File: src/rtl/hangman_engine.sv
// Hangman game engine: latches an N-letter word on new_game and evaluates
// one guess per guess_strobe rising edge.
//   in : clk, resetn (async, active-high), new_game, word_flat,
//        guess, guess_strobe
//   out: display_flat, revealed, wrong_count, hit/miss/repeat_guess
//        pulses, game_status (0 PLAY, 1 LOSE, 2 WIN, 3 IDLE)
module hangman_engine #(
  parameter int          WORD_LEN  = 4,
  parameter int          LW        = 6,
  parameter int          MAX_WRONG = 4,
  parameter int          WCW       = 3,
  parameter logic [LW-1:0] DASH    = '0
) (
  input  logic                   clk,
  input  logic                   resetn,
  input  logic                   new_game,
  input  logic [WORD_LEN*LW-1:0] word_flat,
  input  logic [LW-1:0]          guess,
  input  logic                   guess_strobe,
  output logic [WORD_LEN*LW-1:0] display_flat,
  output logic [WORD_LEN-1:0]    revealed,
  output logic [WCW-1:0]         wrong_count,
  output logic                   hit,
  output logic                   miss,
  output logic                   repeat_guess,
  output logic [1:0]             game_status
);

  typedef enum logic [2:0] {
    S_IDLE, S_PLAY, S_EVAL, S_WIN, S_LOSE
  } state_t;

  state_t                  state_q, state_d;
  logic [WORD_LEN*LW-1:0]  word_q, word_d;
  logic [WORD_LEN-1:0]     rev_q, rev_d;
  logic [WCW-1:0]          wrong_q, wrong_d;
  logic [LW-1:0]           hist_q [MAX_WRONG];
  logic [LW-1:0]           hist_d [MAX_WRONG];
  logic [LW-1:0]           guess_q, guess_d;
  logic                    strobe_q;
  logic                    hit_q, hit_d;
  logic                    miss_q, miss_d;
  logic                    rep_q, rep_d;

  logic                    strobe_edge;
  logic [WORD_LEN-1:0]     match;
  logic [WORD_LEN-1:0]     fresh;
  logic [WORD_LEN-1:0]     stale;
  logic                    hist_rep;

  assign strobe_edge = guess_strobe & ~strobe_q;

  always_comb begin
    match    = '0;
    hist_rep = 1'b0;
    for (int i = 0; i < WORD_LEN; i++)
      match[i] = (word_q[i*LW +: LW] == guess_q);
    // only slots below wrong_count hold real misses
    for (int k = 0; k < MAX_WRONG; k++)
      if (WCW'(k) < wrong_q && hist_q[k] == guess_q)
        hist_rep = 1'b1;
    fresh = match & ~rev_q;
    stale = match & rev_q;
  end

  always_comb begin
    state_d = state_q;
    word_d  = word_q;
    rev_d   = rev_q;
    wrong_d = wrong_q;
    hist_d  = hist_q;
    guess_d = guess_q;
    hit_d   = 1'b0;
    miss_d  = 1'b0;
    rep_d   = 1'b0;
    if (new_game) begin
      word_d  = word_flat;
      rev_d   = '0;
      wrong_d = '0;
      for (int k = 0; k < MAX_WRONG; k++)
        hist_d[k] = '0;
      state_d = S_PLAY;
    end else begin
      unique case (state_q)
        S_PLAY: begin
          if (strobe_edge) begin
            guess_d = guess;
            state_d = S_EVAL;
          end
        end
        S_EVAL: begin
          state_d = S_PLAY;
          if (guess_q == DASH || hist_rep ||
              (|stale && ~|fresh)) begin
            rep_d = 1'b1;
          end else if (|fresh) begin
            rev_d = rev_q | match;
            hit_d = 1'b1;
            if (&rev_d)
              state_d = S_WIN;
          end else begin
            miss_d = 1'b1;
            for (int k = 0; k < MAX_WRONG; k++)
              if (WCW'(k) == wrong_q)
                hist_d[k] = guess_q;
            if (wrong_q < WCW'(MAX_WRONG))
              wrong_d = wrong_q + 1'b1;
            if (wrong_d == WCW'(MAX_WRONG))
              state_d = S_LOSE;
          end
        end
        default: ;
      endcase
    end
  end

  always_ff @(posedge clk or posedge resetn) begin
    if (resetn) begin
      state_q  <= S_IDLE;
      word_q   <= '0;
      rev_q    <= '0;
      wrong_q  <= '0;
      guess_q  <= '0;
      strobe_q <= 1'b0;
      hit_q    <= 1'b0;
      miss_q   <= 1'b0;
      rep_q    <= 1'b0;
      for (int k = 0; k < MAX_WRONG; k++)
        hist_q[k] <= '0;
    end else begin
      state_q  <= state_d;
      word_q   <= word_d;
      rev_q    <= rev_d;
      wrong_q  <= wrong_d;
      guess_q  <= guess_d;
      strobe_q <= guess_strobe;
      hit_q    <= hit_d;
      miss_q   <= miss_d;
      rep_q    <= rep_d;
      for (int k = 0; k < MAX_WRONG; k++)
        hist_q[k] <= hist_d[k];
    end
  end

  // a lost game uncovers the whole word on the display only
  always_comb begin
    display_flat = '0;
    for (int i = 0; i < WORD_LEN; i++)
      display_flat[i*LW +: LW] =
        (rev_q[i] || state_q == S_LOSE) ?
        word_q[i*LW +: LW] : DASH;
  end

  always_comb begin
    game_status = 2'd0;
    unique case (state_q)
      S_IDLE:  game_status = 2'd3;
      S_WIN:   game_status = 2'd2;
      S_LOSE:  game_status = 2'd1;
      default: game_status = 2'd0;
    endcase
  end

  assign revealed     = rev_q;
  assign wrong_count  = wrong_q;
  assign hit          = hit_q;
  assign miss         = miss_q;
  assign repeat_guess = rep_q;

endmodule

File: config.mk
export PLATFORM = sky130hd
export DESIGN_NAME = hangman_engine
export DESIGN_NICKNAME = d
export VERILOG_FILES = /design/src/rtl/hangman_engine.sv
export SDC_FILE = /design/constraint.sdc
export NUM_CORES = 1
export LEC_CHECK = 0
export CAP_MARGIN = 20
export CORE_AREA = 2 2 79 100
export DETAILED_ROUTE_END_ITERATION = 6
export DIE_AREA = 0 0 81 102
export GPL_TIMING_DRIVEN = 0
export PLACE_DENSITY = 0.78
export SETUP_SLACK_MARGIN = 0.05
export SLEW_MARGIN = 10
export SYNTH_ARGS = -nofsm -noshare
export SYNTH_HDL_FRONTEND = slang
export SYNTH_SLANG_ARGS = --single-unit
File: constraint.sdc
create_clock -name clk -period 2.8 [get_ports clk]
set_clock_uncertainty 0.15 [all_clocks]
set_input_delay 0.56 -clock clk [delete_from_list [all_inputs] [get_ports clk]]
set_output_delay 0.56 -clock clk [all_outputs]
set_load 0.02 [all_outputs]
; ---- Yosys cells after proc, flatten, opt, wreduce, memory -nomap -nowiden
; Cells that the tools add are included.
[totals]
regBits = 68
elab_cells = 126
[op_classes]
addsub = 1
n_lt_le_gt_ge = 5
eq_ne = 19
mux = 48
bitwise = 7
reduce_logical = 33
[op_table]
columns = cell, n
row1 = 24-bit two-way mux, 4
row2 = 6-bit == test, 8
row3 = 6-bit two-way mux, 8
row4 = 3-bit two-way mux, 14
row5 = 4-bit AND reduction, 5
row6 = 4-bit two-way mux, 4
row7 = 1-bit two-way mux, 15
row8 = 2-bit nonzero test, 6
row9 = 3-bit AND reduction, 3
row10 = 4-bit AND, 2
row11 = 4-bit OR reduction, 2
row12 = 2-bit by 3-bit == test with 1-bit output (first input constant), 2
row13 = 3-bit by 2-bit == test with 1-bit output (second input constant), 2
row14 = 3-bit == test (second input constant), 2
row15 = 3-bit logical NOT, 2
row16 = 6-bit logical NOT, 1
row17 = 1-bit logical OR, 6
row18 = 1-bit by 3-bit less-than comparator with 1-bit output (first input constant), 2
row19 = 2-bit by 3-bit less-than comparator with 1-bit output (first input constant), 2
row20 = 2-bit one-hot mux with 3 select lines, 1
row21 = 3-bit one-hot mux with 2 select lines, 1
row22 = 1-bit logical AND, 5
row23 = 2-bit inequality test (second input constant), 2
row24 = 4-bit inverter, 1
row25 = 12 further kinds, 13

; ---- Longest topological paths before layout
[logic_depth]
depth_word = 17
mapped_depth = 8
depth_no_buf = 7

; ---- Least setup slack after synthesis
; OpenSTA, ideal clock, no wires.
[synth_path]
path_kind = flip-flop to output port
startpoint = reg state_q[0]
endpoint = out display_flat[0]
arrival_ns = 1.484
t_required_ns = 2.090
slack_ns = 0.606
path_stages_with_launch = 6
path_buffers = 1
path_cell_list = dfrtp_1 -> buf_2 -> nor2_1 -> and2_1 -> nor2_1 -> nor2b_1
[synth_between]
elab_chain_cells = 3
[synth_rtl]
columns = item, line
row1 = start: declaration, 33  ; state_t state_q, state_d;
row2 = start signal: assignment, 131  ; state_q <= state_d;
row3 = 3-bit == test, 150  ; (rev_q[i] || state_q == S_LOSE) ?
row4 = 1-bit logical OR, 150
row5 = 6-bit two-way mux, 150
row6 = end: declaration, 20  ; output logic [WORD_LEN*LW-1:0] display_flat,
; No other way between the ends.

; ---- Worst setup path after layout
[layout_path]
startpoint = reg state_q[0]
endpoint = out display_flat[13]
; Same word-level chain as after synthesis.

==> results.toml <==
[sta]
grt_setup_unrepaired = "no"
setup_violations = 0
fin_crit_sh_pct = 92.1
finalCriticalPeriod_ps = 2580
fin_tns_setup_ps = 0
report.final.slew_viol_count = 0
hold_viol = 0
worst_slew_pin_slew_ps = 614
relSlewSlack_pct = 59.1
timing.fmax_mhz = 388

[worst_setup_path]
crit_type = "reg2out"
slowest_stage = "dfrtp_1"
cp_top_family = "simple AND/OR/NAND/NOR gates"
r2r-start = "guess_q[5]"
crit_path_cell_trace = "buf_2 -> nor2_1 -> and2_2 -> nor2_2 -> nor2b_1 -> dlygate4sd2_1"
end_kind = "output pin"
rr_endpoint = "hist_q[17]"
rr_worst_depth = 8
reg2reg_slack_ps = 280
required_ps = 2090
crit_fanout = 7
cp-start-kind = "flop"
critPathArrivalTime_ps = 1870
crit_buf_inv = 2
cpPeakStageDelay_ps = 330

[global_routing]
grt_pass1_wl_um = 14900
overflow = 0
grt_usage_pct = 23.9
antenna_found_initial = 0
grt_start_max_net_pins = 36
grt_pass1_vias = 3101

[yosys]
synthTopCellsByCount = "dfrtp_1 (68), nand2_1 (41), xor2_1 (37)"
yosys.cell_types.count = 40
synth_flop_cell = "dfrtp_1"
ys_top_cells_by_area = "dfrtp_1 (45%), mux2_2 (8.9%), xor2_1 (8.5%)"
synth-seq-cells = 68
syn_nets = 390
synth_edf_count = 0
synth.most_common_cell = "dfrtp_1"
yosysTopAreaCell = "dfrtp_1"
ys_seq_area_share_pct = 44.6
syn_inst = 352
synthArstFlopShare_pct = 100
avgSynthCellArea_um2 = 10.8
synth_top_area_share_pct = 44.6
synth_area_um2 = 3810
yosysWarnings = 0

[routing]
postRouteAntennaNets = 0
finalWirelength_um = 9170
vias_per_cell = 5.46
drt-initial-drc-count = 138
wl_per_cell_um = 17.3
post-route-drc-count = 0
drt_first_pass_iters = 4
vias = 2886

[hold_path]
hold_end = "word_q[16]"
hold_class = "reg2reg"
min_path_cells = 1
worstHoldStart = "word_q[16]"

[final_layout]
fillers = 596
multi_input_area_um2 = 1970
syn_to_final_growth_pct = 27.8
design_area_um2 = 4870
antenna_cells = 0
nets = 470
drive_gt1_share_pct = 16.5
regArea_um2 = 1700

[clock_tree]
cts_made_buffers = 9
cts_buffer_depth = 2
htreeDepth = 3
clock_latency_ps = 360
clock_sinks = 68
clkTransAtPathRegs_ps = 70
cts_tree = "done"
cts_root_buf = "clkbuf_8"

[pwr]
vdd_drop_max_mv = 0.299
p_per_area_nw_per_um2 = 552
p_leak_uw = 0.00236

[floorplan]
die_y_um = 102
initial_utilization_pct = 52.5
die_w_um = 81
pin_count = 70
core_um2 = 7270
row_count = 35
die_area_um2 = 8260

[run]
maxCapViolCount = 0

[placed_design]
post-dp-hpwl_um = 6750
gp_congestion = 0.809
io_buffers = 68
dpl_cell_area_um2 = 4630

[run_status]
status = "finished, final reports clean"
-- routing by layer --
layer  vias to the layer above  global-route usage (%)  share of wire [%]
li1                       1366                       -                  -
met1                      1446                    28.4                 41
met2                        66                    43.1                 53
met3                         8                    3.36                4.2
met4                         0                    9.78                1.2
met5                         -                       0                  0
-- layout by cell type (no fill, tap or decap), types with 2 or more instances in the layout --
cell type        Yosys  final
o2bb2ai_1            2      2
nor2_2               0      4
a21oi_1              7      7
nor2b_1             25     25
a211oi_1             3      3
clkinv_4             0      2
nand2_1             41     41
o22ai_1              3      3
nand3_1              7      7
buf_6                4      4
or3_1                2      2
clkbuf_1             8      9
nor2_1              17     13
dfrtp_1             68     68
nor3_1               2      2
bufinv_16            0      2
mux2i_1             26     26
or4_1                5      5
xor2_1              37     37
clkdlybuf4s50_1      0     44
dlygate4sd2_1        0     15
nor4_1               6      6
nor4_2               3      3
dlymetal6s2s_1       0      9
inv_1               11     10
ha_1                 4      4
xnor2_1             10     10
clkbuf_8             0     10
buf_2                2      2
nand4_1              9      9
xor2_2               2      2
mux2_2              30     30
buf_4                4      4
-- where the power goes --
part	switching, uW	internal, uW	leakage, uW
Combinational	365	289	0.00137
Clock	401	529	0.000110
Sequential	58.6	1050	0.000877
Total	825	1870	0.00236
-- registers in the layout (all words and copies together) (netlist names) --
register      flops
guess_q           6
hist_q           24
hit               1
miss              1
repeat_guess      1
revealed          4
state_q           3
strobe_q          1
word_q           24
wrong_count       3
-- cell families (layout without fill, tap and decap cells) --
logic type / count (synthesis) / in the layout / share of synthesized area [%]
simple gates: 125 / 125 / 18.4
buf+inv: 29 / 114 / 4.10
flops: 68 / 68 / 44.6
fa+ha+maj: 4 / 4 / 1.31
compound gates: 21 / 21 / 4.30
xor+xnor: 49 / 49 / 11.6
mux: 56 / 56 / 15.7
-- area by class of cell --
| type | count | area share (%) |
|---|---|---|
| clock buffers | 11 | 2.90 |
| flip-flops and latches | 68 | 34.9 |
| inverters | 11 | 0.898 |
| repair buffers | 69 | 14.5 |
| well taps | 92 | 2.36 |
| clock inverters | 5 | 1.75 |
| multi-input cells | 255 | 40.4 |
| plain buffers | 18 | 2.36 |
-- worst max-delay path by stage --
| stage | from | end | slack, ps | cells past startpoint |
|---|---|---|---|---|
| floorplan | resetn | guess_q[0] | 380 | 1 |
| global placement | resetn | wrong_count[2] | -780 | 2 |
| detailed placement | state_q[0] | display_flat[17] | 240 | 6 |
| CTS | state_q[0] | display_flat[12] | -100 | 6 |
| global route | guess_q[1] | hist_q[13] | 70 | 8 |
| finish | state_q[0] | display_flat[13] | 220 | 6 |
-- through the flow --
stage	utilization, %	power, uW	setup WS [ps]	hold WS [ps]	cells
after floorplan	-	1580	378	365	352
after global placement	63.4	1760	-782	379	512
after detailed placement	63.7	1780	243	389	513
after CTS	66.6	2700	-101	404	529
after global routing	67.1	2800	70.9	426	529
final	67.1	2690	221	403	529
-- timing repair --
action,4_1_cts,5_1_grt
setup buffers,0,0
pin swaps,0,0
hold buffers,0,0
resized for setup,16,13
setup endpoints to repair,24,19
No activity file was read; power rests on OpenSTA's default activity.
